===== src/rtl/nn_neuron_mac.sv =====
`default_nettype none
// ============================================================================
// Module   : nn_neuron_mac
// Purpose  : Single neuron compute unit. Streams (x, w) Q4.11 pairs, builds
//            bias + sum(x*w) in a 32-bit saturating accumulator, rescales the
//            result to Q4.11 and looks it up in an external sigmoid LUT.
// Ports    : clk, rst            - clock, synchronous active-high reset
//            start_i, num_inputs_i, bias_i, act_en_i - job set-up (in IDLE)
//            in_valid_i/in_ready_o, in_x_i, in_w_i   - operand stream
//            sig_rd_en_o, sig_addr_o, sig_data_i     - sigmoid LUT port
//            out_valid_o/out_ready_i, out_data_o, out_preact_o - result
//            busy_o              - neuron is not idle
// Revision : 1.0 - initial release
// ============================================================================
module nn_neuron_mac #(
  parameter int DATA_WIDTH = 16,
  parameter int FRAC_BITS  = 11,
  parameter int CNT_WIDTH  = 10,
  parameter int ACC_WIDTH  = 32,  // must be >= 2*DATA_WIDTH
  parameter int ADDR_WIDTH = 10
) (
  input  logic                  clk,
  input  logic                  rst,
  input  logic                  start_i,
  input  logic [CNT_WIDTH-1:0]  num_inputs_i,
  input  logic [DATA_WIDTH-1:0] bias_i,
  input  logic                  act_en_i,
  input  logic                  in_valid_i,
  output logic                  in_ready_o,
  input  logic [DATA_WIDTH-1:0] in_x_i,
  input  logic [DATA_WIDTH-1:0] in_w_i,
  output logic                  sig_rd_en_o,
  output logic [ADDR_WIDTH-1:0] sig_addr_o,
  input  logic [DATA_WIDTH-1:0] sig_data_i,
  output logic                  out_valid_o,
  input  logic                  out_ready_i,
  output logic [DATA_WIDTH-1:0] out_data_o,
  output logic [DATA_WIDTH-1:0] out_preact_o,
  output logic                  busy_o
);

  typedef enum logic [2:0] {
    N_IDLE      = 3'd0,
    N_LOAD_BIAS = 3'd1,
    N_MAC       = 3'd2,
    N_WAIT      = 3'd3,
    N_ACT0      = 3'd4,
    N_ACT1      = 3'd5,
    N_OUTPUT    = 3'd6
  } neuron_state_t;

  localparam logic signed [ACC_WIDTH-1:0]  c_ACC_MAX  = {1'b0, {(ACC_WIDTH-1){1'b1}}};
  localparam logic signed [ACC_WIDTH-1:0]  c_ACC_MIN  = {1'b1, {(ACC_WIDTH-1){1'b0}}};
  localparam logic signed [ACC_WIDTH-1:0]  c_Z_MAX    = ACC_WIDTH'(2**(DATA_WIDTH-1) - 1);
  localparam logic signed [ACC_WIDTH-1:0]  c_Z_MIN    = ~c_Z_MAX;
  // LUT spans [-8.0, +8.0) of Q4.11 in 2^ADDR_WIDTH equal steps
  localparam logic signed [DATA_WIDTH-1:0] c_LUT_HIGH = DATA_WIDTH'(8 << FRAC_BITS);
  localparam logic signed [DATA_WIDTH-1:0] c_LUT_LOW  = -c_LUT_HIGH;
  localparam int                           c_ADDR_SHIFT = FRAC_BITS + 4 - ADDR_WIDTH;

  neuron_state_t                state_q;
  logic [CNT_WIDTH-1:0]         cnt_q, n_q, cnt_d;
  logic [DATA_WIDTH-1:0]        bias_q;
  logic                         act_en_q;
  logic signed [ACC_WIDTH-1:0]  acc_q, prod_q, acc_d, acc_shr;
  logic                         prod_v_q;
  logic                         in_ready_q, sig_rd_en_q, out_valid_q;
  logic [ADDR_WIDTH-1:0]        sig_addr_q, addr_d;
  logic [DATA_WIDTH-1:0]        out_data_q, out_preact_q, z_off;
  logic signed [DATA_WIDTH-1:0] z_d;
  logic signed [2*DATA_WIDTH-1:0] mul_d;

  function automatic logic signed [ACC_WIDTH-1:0] sat_add(
    input logic signed [ACC_WIDTH-1:0] a,
    input logic signed [ACC_WIDTH-1:0] b
  );
    logic [ACC_WIDTH:0] s;
    s = {a[ACC_WIDTH-1], a} + {b[ACC_WIDTH-1], b};
    // the two top bits disagree only on overflow; the top bit is the true sign
    if (s[ACC_WIDTH] != s[ACC_WIDTH-1]) sat_add = s[ACC_WIDTH] ? c_ACC_MIN : c_ACC_MAX;
    else                                sat_add = s[ACC_WIDTH-1:0];
  endfunction

  always_comb begin
    mul_d   = $signed(in_x_i) * $signed(in_w_i);
    cnt_d   = cnt_q + CNT_WIDTH'(1);
    acc_d   = prod_v_q ? sat_add(acc_q, prod_q) : acc_q;
    acc_shr = acc_d >>> FRAC_BITS;
    if (acc_shr > c_Z_MAX)      z_d = {1'b0, {(DATA_WIDTH-1){1'b1}}};
    else if (acc_shr < c_Z_MIN) z_d = {1'b1, {(DATA_WIDTH-1){1'b0}}};
    else                        z_d = acc_shr[DATA_WIDTH-1:0];
    z_off  = z_d + c_LUT_HIGH;
    addr_d = '0;
    if (z_d < c_LUT_LOW)        addr_d = '0;
    else if (z_d >= c_LUT_HIGH) addr_d = '1;
    else                        addr_d = ADDR_WIDTH'(z_off >> c_ADDR_SHIFT);
  end

  always_ff @(posedge clk) begin
    if (rst) begin
      state_q      <= N_IDLE;
      cnt_q        <= '0;
      n_q          <= '0;
      bias_q       <= '0;
      act_en_q     <= 1'b0;
      acc_q        <= '0;
      prod_q       <= '0;
      prod_v_q     <= 1'b0;
      in_ready_q   <= 1'b0;
      sig_rd_en_q  <= 1'b0;
      sig_addr_q   <= '0;
      out_valid_q  <= 1'b0;
      out_data_q   <= '0;
      out_preact_q <= '0;
    end else begin
      case (state_q)
        N_IDLE: begin
          if (start_i) begin
            n_q      <= num_inputs_i;
            bias_q   <= bias_i;
            act_en_q <= act_en_i;
            state_q  <= N_LOAD_BIAS;
          end
        end
        N_LOAD_BIAS: begin
          acc_q    <= ACC_WIDTH'($signed(bias_q)) <<< FRAC_BITS;
          cnt_q    <= '0;
          prod_v_q <= 1'b0;
          state_q  <= (n_q == '0) ? N_WAIT : N_MAC;
        end
        N_MAC: begin
          // the product registered last cycle (if any) lands in acc now
          acc_q <= acc_d;
          if (in_valid_i && in_ready_q) begin
            prod_q   <= ACC_WIDTH'(mul_d);
            prod_v_q <= 1'b1;
            cnt_q    <= cnt_d;
            if (cnt_d == n_q) begin
              in_ready_q <= 1'b0;
              state_q    <= N_WAIT;
            end
          end else begin
            // in_ready is registered, so it rises one cycle into N_MAC
            prod_v_q   <= 1'b0;
            in_ready_q <= 1'b1;
          end
        end
        N_WAIT: begin
          // fold in the last product and launch the LUT read from the final
          // sum so z and the strobe are presented during the first activate cycle
          acc_q        <= acc_d;
          prod_v_q     <= 1'b0;
          out_preact_q <= z_d;
          sig_addr_q   <= addr_d;
          sig_rd_en_q  <= 1'b1;
          state_q      <= N_ACT0;
        end
        N_ACT0: begin
          sig_rd_en_q <= 1'b0;
          state_q     <= N_ACT1;
        end
        N_ACT1: begin
          out_data_q  <= act_en_q ? sig_data_i : out_preact_q;
          out_valid_q <= 1'b1;
          state_q     <= N_OUTPUT;
        end
        N_OUTPUT: begin
          if (out_ready_i) begin
            out_valid_q <= 1'b0;
            state_q     <= N_IDLE;
          end
        end
        default: state_q <= N_IDLE;
      endcase
    end
  end

  assign in_ready_o   = in_ready_q;
  assign sig_rd_en_o  = sig_rd_en_q;
  assign sig_addr_o   = sig_addr_q;
  assign out_valid_o  = out_valid_q;
  assign out_data_o   = out_data_q;
  assign out_preact_o = out_preact_q;
  assign busy_o       = (state_q != N_IDLE);

endmodule
`default_nettype wire


===== config.mk =====
export PLATFORM = sky130hd
export DESIGN_NAME = nn_neuron_mac
export DESIGN_NICKNAME = d
export VERILOG_FILES = /design/src/rtl/nn_neuron_mac.sv
export SDC_FILE = /design/constraint.sdc
export NUM_CORES = 1
export LEC_CHECK = 0
export ABC_AREA = 1
export CAP_MARGIN = 20
export CORE_MARGIN = 3
export CORE_UTILIZATION = 56
export DETAILED_ROUTE_END_ITERATION = 10
export HOLD_SLACK_MARGIN = 0.1
export PLACE_DENSITY = 0.79
export RECOVER_POWER = 25
export SYNTH_ARGS = -nofsm -noshare
export SYNTH_HDL_FRONTEND = slang
export SYNTH_SLANG_ARGS = --single-unit

===== constraint.sdc =====
create_clock -name clk -period 7 [get_ports clk]
set_input_delay 1.4 -clock clk [delete_from_list [all_inputs] [get_ports clk]]
set_output_delay 1.4 -clock clk [all_outputs]
set_load 0.05 [all_outputs]

==> results.txt, run 1 <==
Worst-Skew Late Latency = 0.43 ns
Final Hold Fails = 0
Yosys cell types = 55
Outcome = finished, violations left
IO Count = 126
Hold slack = 0.452 ns
Initial antenna violation count = 0
Failing checks = capacitance limit, slew limit
Pin count of the biggest net entering global routing = 60
Starting Density = 57.1%
Hold path start = out_data_o[4]$_SDFFE_PP0P_
Cells after synthesis = 2664
DIE HEIGHT = 191 um
CTS Buf Count = 17
Clock Path Buffers = 2
H-Tree Depth = 4
Top_reg_cell synth = dfxtp_1
Tcrit/Tclk final = 98.6%
Sink Count = 150
Arr. time, crit path = 7.22 ns
Number of port buffers = 125
Max Slew Vio Count = 114
Number of synthesized flops with an enable pin = 0
Share of flip-flops with an asynchronous set or reset = 0%
Seq/Total Area, Yosys = 15.7%
Mapped cell area = 19200 um^2
Final Worst Setup Slack = 0.0978 ns
WL per Instance = 15.3 um
Layout area overhead = 19.0%
Floorplan row count = 67
Worst-margin pin slew = 2.79 ns
Max Cap Viol = 2
Syn avg cell area = 7.20 um^2
Layout Nets = 3337
Worst Setup Start Kind = primary input
WL final = 50900 um
Drc violations = 0
Vias per cell = 5.22
Crit end category = flop
CTS clk-pin slew, worst paths = 0.06 ns
Max_slew headroom = -86.0%
ANT cells = 0
DIE AREA = 36500 um^2
TritonCTS clock tree = done
Via count = 17.4k
Core area = 33600 um^2
DR pass1 iterations = 6
Yosys warnings = 0
Net Count, Synth = 3124
Fmax achieved = 0.145 GHz
Final antenna-violating net count = 0
Crit path required time = 7.32 ns
Crit-path max FO = 8
Clock root cell = clkbuf_16
WS Path Type = primary input to flop
Worst Clk Skew = 0.0162 ns
1st-iter DRT viols = 1432
Critical Path Start = in_w_i[2]
First-pass GRT wire length = 83800 um
Post-place setup slack = -0.604 ns
Hold Path Class = flop to flop
FF+latch count, synth = 150
Routability congestion estimate = 0.946
Gr ovfl total = 0
Final setup viols = 0
RR Startpoint = prod_q[20]$_SDFFE_PP0P_
CTS Hold Bufs = 0
Layout cells sized above 1 = 11.6%
Final worst path period need = 6.90 ns
DP HPWL = 42200 um
Vias in the first global route = 17.7k
Die Wd = 191 um
GR Util All Layers = 28.1%
-- cell usage in the layout, fill, tap and decap left out, types with 17 or more instances in the layout --
cell and count:
a21oi_2 17, nor2_1 146, clkdlybuf4s50_1 108, buf_4 161, xnor2_1 19, ha_1 110, inv_1 633, dfxtp_1 150
nand2_2 30, fa_1 256, nand2_1 640, xor2_1 37, o21ai_0 128, nand3_1 60, clkbuf_16 17, a21oi_1 161
-- layout make-up --
type	count	area [um^2]
multi-input cells	1755	13500
fillers	2656	10800
flip-flops and latches	150	3000
repair buffers	307	2760
inverters	646	2430
well taps	448	561
clock buffers	18	429
clock inverters	14	169
-- per-layer routing --
metal / share of wire, % / global-route usage (%) / vias up
met1: 42 / 35.5 / 8367
met5: 0 / 0 / -
met3: 4.6 / 2.77 / 131
met4: 3.1 / 9.00 / 0
met2: 51 / 50.6 / 545
li1: - / - / 8367
-- state kept, by name, summed over array words and instances, names as in the netlist --
| register | flops |
|---|---|
| out_preact_o | 16 |
| bias_q | 16 |
| out_valid_o | 1 |
| act_en_q | 1 |
| acc_q | 32 |
| sig_rd_en_o | 1 |
| cnt_q | 10 |
| out_data_o | 16 |
| state_q | 3 |
| prod_q | 32 |
| prod_v_q | 1 |
| n_q | 10 |
| sig_addr_o | 10 |
| in_ready_o | 1 |
-- stage by stage --
stage               utilization [%]  setup TNS, ns  cells  cell area [um^2]
finish                         67.9              0   3338             22800
global route                   67.9         -0.344   3338             22800
CTS                            66.8              0   3329             22400
detailed placement             64.9          -6.12   3297             21800
global placement               64.9          -3.96   3297             21800
floorplan                         -              0   2664             19200
-- critical path, cell delays in order --
cell and delay, ns:
clkdlybuf4s50_1 0.49, buf_6 0.15, nand2_2 0.06, fa_1 0.49
fa_1 0.53, fa_2 0.58, inv_1 0.05, fa_1 0.50
fa_1 0.54, inv_1 0.06, fa_1 0.53, inv_1 0.06
ha_4 0.25, nand2_4 0.07, a21oi_2 0.05, nor3b_2 0.22
nand3_2 0.14, a21oi_4 0.20, inv_2 0.06, nand2_2 0.07
nand2_2 0.06, a21oi_2 0.18, o21ai_2 0.08, xnor2_1 0.16
nand2_1 0.06, o211ai_1 0.10, inv_1 0.06
-- Yosys cell counts, types with 4 or more instances --
cell type / count / area share, %
nor4_1: 6 / 0.20
nor2_1: 148 / 2.9
dfxtp_1: 150 / 16
ha_1: 117 / 7.6
o21bai_1: 7 / 0.27
a221oi_1: 5 / 0.23
inv_1: 637 / 12
nor2_4: 4 / 0.23
nand2_2: 20 / 0.65
buf_2: 6 / 0.16
nor3_1: 8 / 0.21
a31oi_1: 5 / 0.16
xor2_1: 37 / 1.7
o211ai_1: 15 / 0.59
inv_2: 5 / 0.098
a21oi_1: 172 / 4.5
o21ai_0: 135 / 3.5
nand3_2: 6 / 0.31
clkbuf_1: 96 / 1.9
nand2_4: 7 / 0.41
clkbuf_8: 5 / 0.36
nor2_2: 6 / 0.20
fa_1: 263 / 27
nand2_1: 651 / 13
nand4_1: 7 / 0.23
nand3_1: 61 / 1.6
a21o_1: 13 / 0.51
or2_2: 9 / 0.29
a21oi_2: 7 / 0.32
xnor2_1: 19 / 0.87
-- cell families (layout without fill, tap and decap cells) --
logic type	count (synthesis)	count (layout)	synth area share [%]
compound gates	377	377	10.9
xor+xnor	56	56	2.56
fa+ha+maj	380	380	35.1
buf+inv	759	985	15.3
flops	150	150	15.7
simple gates	942	942	20.4
-- path summary, 6_finish.rpt --
| kind | to | slack, ns | cells after the start |
|---|---|---|---|
| hold reg to reg | out_data_o[4]$_SDFFE_PP0P_ | 0.45 | 2 |
| setup / recovery | prod_q[27]$_SDFFE_PP0P_ | 0.1 | 27 |
| setup reg to reg | sig_addr_o[3]$_SDFFE_PP0P_ | 1.86 | 25 |
| hold / removal | out_data_o[4]$_SDFFE_PP0P_ | 0.45 | 2 |
-- timing repair --
item | CTS | global route
setup buffers | 0 | 8
pin swaps | 1 | 35
resized for setup | 7 | 79
setup endpoints to repair | 7 | 15
Power of run 1 is not shown: default switching activity piles up to over one toggle a cycle in this logic, so the estimate is an artifact.
==> run 2, diff against run 1 <==
==> constraint.sdc (replaced) <==
create_clock -name clk -period 6.2 [get_ports clk]
set_input_delay 1.24 -clock clk [delete_from_list [all_inputs] [get_ports clk]]
set_output_delay 1.24 -clock clk [all_outputs]
set_load 0.05 [all_outputs]
==> run 2 against run 1 <==
Against the previous run: the run ends with capacitance limit, slew limit, setup timing left; register-to-register slack worse by 0.65 ns; via count is 3.2% higher; sequential cell count stayed put; non-clock buffer count is 52 higher; clock-buffer cell count is 1 lower; sequential share of layout area is 0.58 points lower; design area is 4.6% higher; die area stayed put; final cell count is 1.6% higher; global-route usage is 1.1 points higher.
==> results.txt, run 2 (synthesis gave the netlist of run 1 again) <==
Vias per cell = 5.30 (was 5.22)
Vias in the first global route = 18.2k (was 17.7k)
Crit end category = flop (unchanged)
Via count = 18.0k (was 17.4k)
Starting Density = 57.1% (unchanged)
TritonCTS clock tree = done (unchanged)
Max Cap Viol = 1 (was 2)
Drc violations = 0 (unchanged)
Pin count of the biggest net entering global routing = 88 (was 60)
DR pass1 iterations = 6 (unchanged)
Layout cells sized above 1 = 18.2% (was 11.6%)
Worst-Skew Late Latency = 0.44 ns (was 0.43 ns)
Die Wd = 191 um (unchanged)
Hold Path Class = flop to flop (unchanged)
CTS clk-pin slew, worst paths = 0.07 ns (was 0.06 ns)
Fillers = 2489 (was 2656)
Worst Setup Start Kind = primary input (unchanged)
First-pass GRT wire length = 87200 um (was 83800 um)
Floorplan row count = 67 (unchanged)
Max Slew Vio Count = 88 (was 114)
Worst-margin pin slew = 4.07 ns (was 2.79 ns)
Final Worst Setup Slack = -0.161 ns (was 0.0978 ns)
DIE AREA = 36500 um^2 (unchanged)
Arr. time, crit path = 6.69 ns (was 7.22 ns)
Layout area overhead = 24.4% (was 19.0%)
Top Registers = acc_q (32), prod_q (32) (unchanged)
Final Hold Fails = 0 (unchanged)
Number of port buffers = 125 (unchanged)
GR Util All Layers = 29.2% (was 28.1%)
DIE HEIGHT = 191 um (unchanged)
Layout Nets = 3389 (was 3337)
Sink Count = 150 (unchanged)
DP HPWL = 41600 um (was 42200 um)
Clock root cell = clkbuf_16 (unchanged)
Met2 Use GR = 51.9% (was 50.6%)
IO Count = 126 (unchanged)
Most crowded layer after global routing = met2 (unchanged)
Crit-path max FO = 6 (was 8)
Worst Clk Skew = 0.0152 ns (was 0.0162 ns)
1st-iter DRT viols = 1388 (was 1432)
Internal reg-to-reg setup slack = 1.21 ns (was 1.86 ns)
Commonest non-fill, non-tap cell in the layout = nand2_1 (unchanged)
Gr ovfl total = 0 (unchanged)
Post-Layout Cell Count = 3391 (was 3338)
Placed cell count = 3304 (was 3297)
Hold slack = 0.444 ns (was 0.452 ns)
Clock Path Buffers = 2 (unchanged)
CTS Buf Count = 17 (unchanged)
H-Tree Depth = 4 (unchanged)
Met3 GRT Util = 3.21% (was 2.77%)
WS Path Type = primary input to flop (unchanged)
Met1 Track Usage GR = 36.5% (was 35.5%)
Initial antenna violation count = 0 (unchanged)
Fmax achieved = 0.157 GHz
Final worst path period need = 6.36 ns
RSZ-0062 raised after global routing = yes
Outcome = finished, violations left (unchanged)
WL per Instance = 16.3 um (was 15.3 um)
Final antenna-violating net count = 0 (unchanged)
Tcrit/Tclk final = 103%
CTS Hold Bufs = 0 (unchanged)
Most frequent cells in the layout = nand2_1, inv_1, fa_1 (unchanged)
WL final = 55300 um (was 50900 um)
Routability congestion estimate = 0.973 (was 0.946)
Max_slew headroom = -171% (was -86.0%)
Failing checks = capacitance limit, slew limit, setup timing (was capacitance limit, slew limit)
Crit path required time = 6.53 ns (was 7.32 ns)
Final setup viols = 9 (was 0)
Core area = 33600 um^2 (unchanged)
-- run 2: changes by cell type in the layout (fill, tap and decap cells not counted), moves of 24 or more --
| cell | before | now |
|---|---|---|
| buf_4 | 161 | 185 |
| clkdlybuf4s50_1 | 108 | 80 |
| inv_1 | 633 | 596 |
| inv_2 | 9 | 44 |
| nand2_1 | 640 | 616 |
-- run 2: final timing paths --
| kind | start | end | cells after the start |
|---|---|---|---|
| worst min-delay path | out_data_o[3]$_SDFFE_PP0P_ | out_data_o[3]$_SDFFE_PP0P_ | 2 |
| worst min register to register | out_data_o[3]$_SDFFE_PP0P_ | out_data_o[3]$_SDFFE_PP0P_ | 2 |
| worst max register to register | prod_q[23]$_SDFFE_PP0P_ | sig_addr_o[3]$_SDFFE_PP0P_ | 27 |
| worst max-delay path | in_w_i[1] | prod_q[27]$_SDFFE_PP0P_ | 28 |
-- run 2: metal layers --
| layer | part of all wire, % | routed length, um | vias to the layer above |
|---|---|---|---|
| met5 | 0 | 0 | - |
| met4 | 4.6 | 2530 | 0 |
| met3 | 5.5 | 3020 | 200 |
| met2 | 50 | 27900 | 717 |
| met1 | 39 | 21800 | 8549 |
| li1 | - | - | 8501 |
-- run 2: repair_timing --
action                     in CTS  in global routing
setup endpoints to repair      16                 17
resized for setup             168                148
pin swaps                      62                 70
buffers inserted               29                 24
gates cloned                    3                  1
-- run 2: area by class of cell --
| class | count | area [um^2] | area share, % |
|---|---|---|---|
| Multi-Input combinational cell | 1755 | 14000 | 58.6 |
| Timing Repair Buffer | 359 | 3260 | 13.7 |
| Sequential cell | 150 | 3000 | 12.6 |
| Inverter | 646 | 2430 | 10.2 |
| Tap cell | 448 | 561 | 2.35 |
| Clock buffer | 17 | 425 | 1.78 |
| Clock inverter | 15 | 185 | 0.776 |
| Antenna cell | 1 | 2.50 | 0.0105 |
-- run 2: worst max-delay path, stage by stage --
cell      delay (ns)
buf_2           0.11
buf_8           0.14
buf_6           0.12
nand2_1         0.07
fa_1            0.45
fa_2            0.56
inv_2           0.04
fa_1            0.49
inv_2           0.04
fa_1            0.52
fa_1            0.44
fa_1            0.54
inv_2           0.05
ha_4            0.23
nand2_2         0.07
a21oi_2         0.05
nor3b_2         0.20
nand3_2         0.14
a21oi_2         0.23
inv_2           0.08
nand2_2         0.09
nand2_4         0.06
a21oi_4         0.21
o21ai_4         0.10
xnor2_1         0.16
nand2_1         0.07
o211ai_1        0.11
inv_1           0.07
-- run 2: stage by stage --
step           utilization, %  cell area, um^2  setup TNS [ns]  worst slack, ns
6_report                 71.0            23900          -0.775           -0.161
3_3_place_gp             65.9            22200          -11.02           -0.806
3_5_place_dp             65.9            22200          -13.88           -0.956
5_1_grt                  71.0            23900           -2.62           -0.297
2_1_floorplan               -            19700          -0.727           -0.203
4_1_cts                  69.4            23300          -0.166           -0.147
Power of run 2 is left out for the same reason.
==> run 3, diff against run 2 <==
--- a/config.mk
+++ b/config.mk
@@ -13,6 +13,7 @@
 export HOLD_SLACK_MARGIN = 0.1
 export PLACE_DENSITY = 0.79
 export RECOVER_POWER = 25
+export SLEW_MARGIN = 20
 export SYNTH_ARGS = -nofsm -noshare
 export SYNTH_HDL_FRONTEND = slang
 export SYNTH_SLANG_ARGS = --single-unit
==> run 3 against run 2 <==
Against the previous run: the run still ends with capacitance limit, slew limit, setup timing left; non-clock buffer count down 1; final cell count about the same; worst setup slack worse by 0.0094 ns; highest routed layer unchanged; first-iteration DRC count down 4.1%; clock-buffer cell count unchanged; via count about the same; sequential cell count unchanged; register-to-register slack about the same.
==> results.txt, run 3 (synthesis gave the netlist of run 1 again) <==
Outcome = finished, violations left (unchanged)
Failing checks = capacitance limit, slew limit, setup timing (unchanged)
Tcrit/Tclk final = 103% (about the same)
Starting Density = 57.1% (unchanged)
Top Registers = acc_q (32), prod_q (32) (unchanged)
RSZ-0062 raised after global routing = yes (unchanged)
Worst Setup Start Kind = primary input (unchanged)
Layout cells sized above 1 = 18.1% (was 18.2%)
CTS Hold Bufs = 0 (unchanged)
Hold Path Class = flop to flop (unchanged)
WL final = 55300 um (about the same)
CTS Buf Count = 17 (unchanged)
Max Slew Vio Count = 88 (unchanged)
Final worst path period need = 6.37 ns (was 6.36 ns)
Core area = 33600 um^2 (unchanged)
WS Path Type = primary input to flop (unchanged)
Multi-input logic area = 14000 um^2 (about the same)
Layout area overhead = 24.3% (was 24.4%)
Fillers = 2498 (was 2489)
Most frequent cells in the layout = nand2_1, inv_1, fa_1 (unchanged)
Placed cell count = 3304 (unchanged)
TritonCTS clock tree = done (unchanged)
Drc violations = 0 (unchanged)
DR pass1 iterations = 8 (was 6)
Number of port buffers = 125 (unchanged)
Die Wd = 191 um (unchanged)
Clock root cell = clkbuf_16 (unchanged)
DIE AREA = 36500 um^2 (unchanged)
Crit end category = flop (unchanged)
Commonest non-fill, non-tap cell in the layout = nand2_1 (unchanged)
Gr ovfl total = 0 (unchanged)
Worst-margin pin slew = 4.03 ns (was 4.07 ns)
Clock Path Buffers = 2 (unchanged)
Floorplan row count = 67 (unchanged)
Max_slew headroom = -169% (was -171%)
Final Worst Setup Slack = -0.170 ns (was -0.161 ns)
Final antenna-violating net count = 0 (unchanged)
GR Util All Layers = 29.2% (unchanged)
Vias in the first global route = 18.2k (unchanged)
IO Count = 126 (unchanged)
WL per Instance = 16.3 um (about the same)
Worst-Skew Late Latency = 0.44 ns (about the same)
Sink Count = 150 (unchanged)
Max Cap Viol = 1 (unchanged)
1st-iter DRT viols = 1331 (was 1388)
ANT cells = 0 (was 1)
Final setup viols = 8 (was 9)
Pin count of the biggest net entering global routing = 88 (unchanged)
Crit-path max FO = 6 (unchanged)
DIE HEIGHT = 191 um (unchanged)
DP HPWL = 41600 um (unchanged)
Worst Clk Skew = 0.0122 ns (was 0.0152 ns)
Arr. time, crit path = 6.70 ns (was 6.69 ns)
Routability congestion estimate = 0.973 (unchanged)
Layout Nets = 3388 (was 3389)
Crit path required time = 6.53 ns (about the same)
Fmax achieved = 0.157 GHz (about the same)
CTS clk-pin slew, worst paths = 0.07 ns (about the same)
Final Hold Fails = 0 (unchanged)
Vias per cell = 5.30 (about the same)
First-pass GRT wire length = 87200 um (unchanged)
Initial antenna violation count = 0 (unchanged)
H-Tree Depth = 4 (unchanged)
Via count = 18.0k (about the same)
Post-Layout Cell Count = 3389 (was 3391)
Register Area = 3000 um^2 (unchanged)
## run 3: area by class of cell
cell class	count	share of cell area, %
Multi-Input combinational cell	1755	58.7
Timing Repair Buffer	358	13.6
Sequential cell	150	12.6
Inverter	646	10.2
Tap cell	448	2.35
Clock buffer	17	1.78
Clock inverter	15	0.777
## run 3: path summary, 6_finish.rpt
| kind | start | end | slack, ns | cells past startpoint |
|---|---|---|---|---|
| setup / recovery | in_w_i[1] | prod_q[27]$_SDFFE_PP0P_ | -0.17 | 28 |
| hold / removal | out_data_o[0]$_SDFFE_PP0P_ | out_data_o[0]$_SDFFE_PP0P_ | 0.44 | 2 |
| setup reg to reg | prod_q[23]$_SDFFE_PP0P_ | sig_addr_o[3]$_SDFFE_PP0P_ | 1.21 | 27 |
| hold reg to reg | out_data_o[0]$_SDFFE_PP0P_ | out_data_o[0]$_SDFFE_PP0P_ | 0.44 | 2 |
## run 3: routing by layer
layer / share of wire, % / vias up / GRT usage (%)
met2: 51 / 719 / 51.9
li1: - / 8494 / -
met1: 39 / 8562 / 36.5
met3: 5.7 / 198 / 3.21
met5: 0 / - / 0
met4: 4.6 / 0 / 11.3
## run 3: worst max-delay path, stage by stage
cell and delay, ns:
buf_2 0.11, buf_8 0.14, buf_6 0.12, nand2_1 0.07
fa_1 0.45, fa_2 0.56, inv_2 0.04, fa_1 0.49
inv_2 0.04, fa_1 0.52, fa_1 0.44, fa_1 0.54
inv_2 0.05, ha_4 0.23, nand2_2 0.07, a21oi_2 0.05
nor3b_2 0.20, nand3_2 0.14, a21oi_2 0.22, inv_2 0.08
nand2_2 0.09, nand2_4 0.06, a21oi_4 0.21, o21ai_4 0.10
xnor2_1 0.16, nand2_1 0.07, o211ai_1 0.11, inv_1 0.07
## run 3: timing repair
action,4_1_cts,5_1_grt
cloned,3,1
endpoints found under the setup margin,16,17
pin swaps,62,70
hold endpoints to repair,0,0
setup buffers,29,24
resized for setup,168,148
## run 3: through the flow
step	cell area [um^2]	hold WS, ns	setup slack (ns)	setup TNS (ns)	util (%)
after global placement	22200	0.434	-0.806	-11.02	65.9
after detailed placement	22200	0.438	-0.956	-13.88	65.9
after global routing	23800	0.464	-0.308	-2.65	70.9
final	23800	0.444	-0.170	-0.815	70.9
after CTS	23300	0.449	-0.147	-0.166	69.4
after floorplan	19700	0.424	-0.203	-0.727	-
Power of run 3 is left out for the same reason.
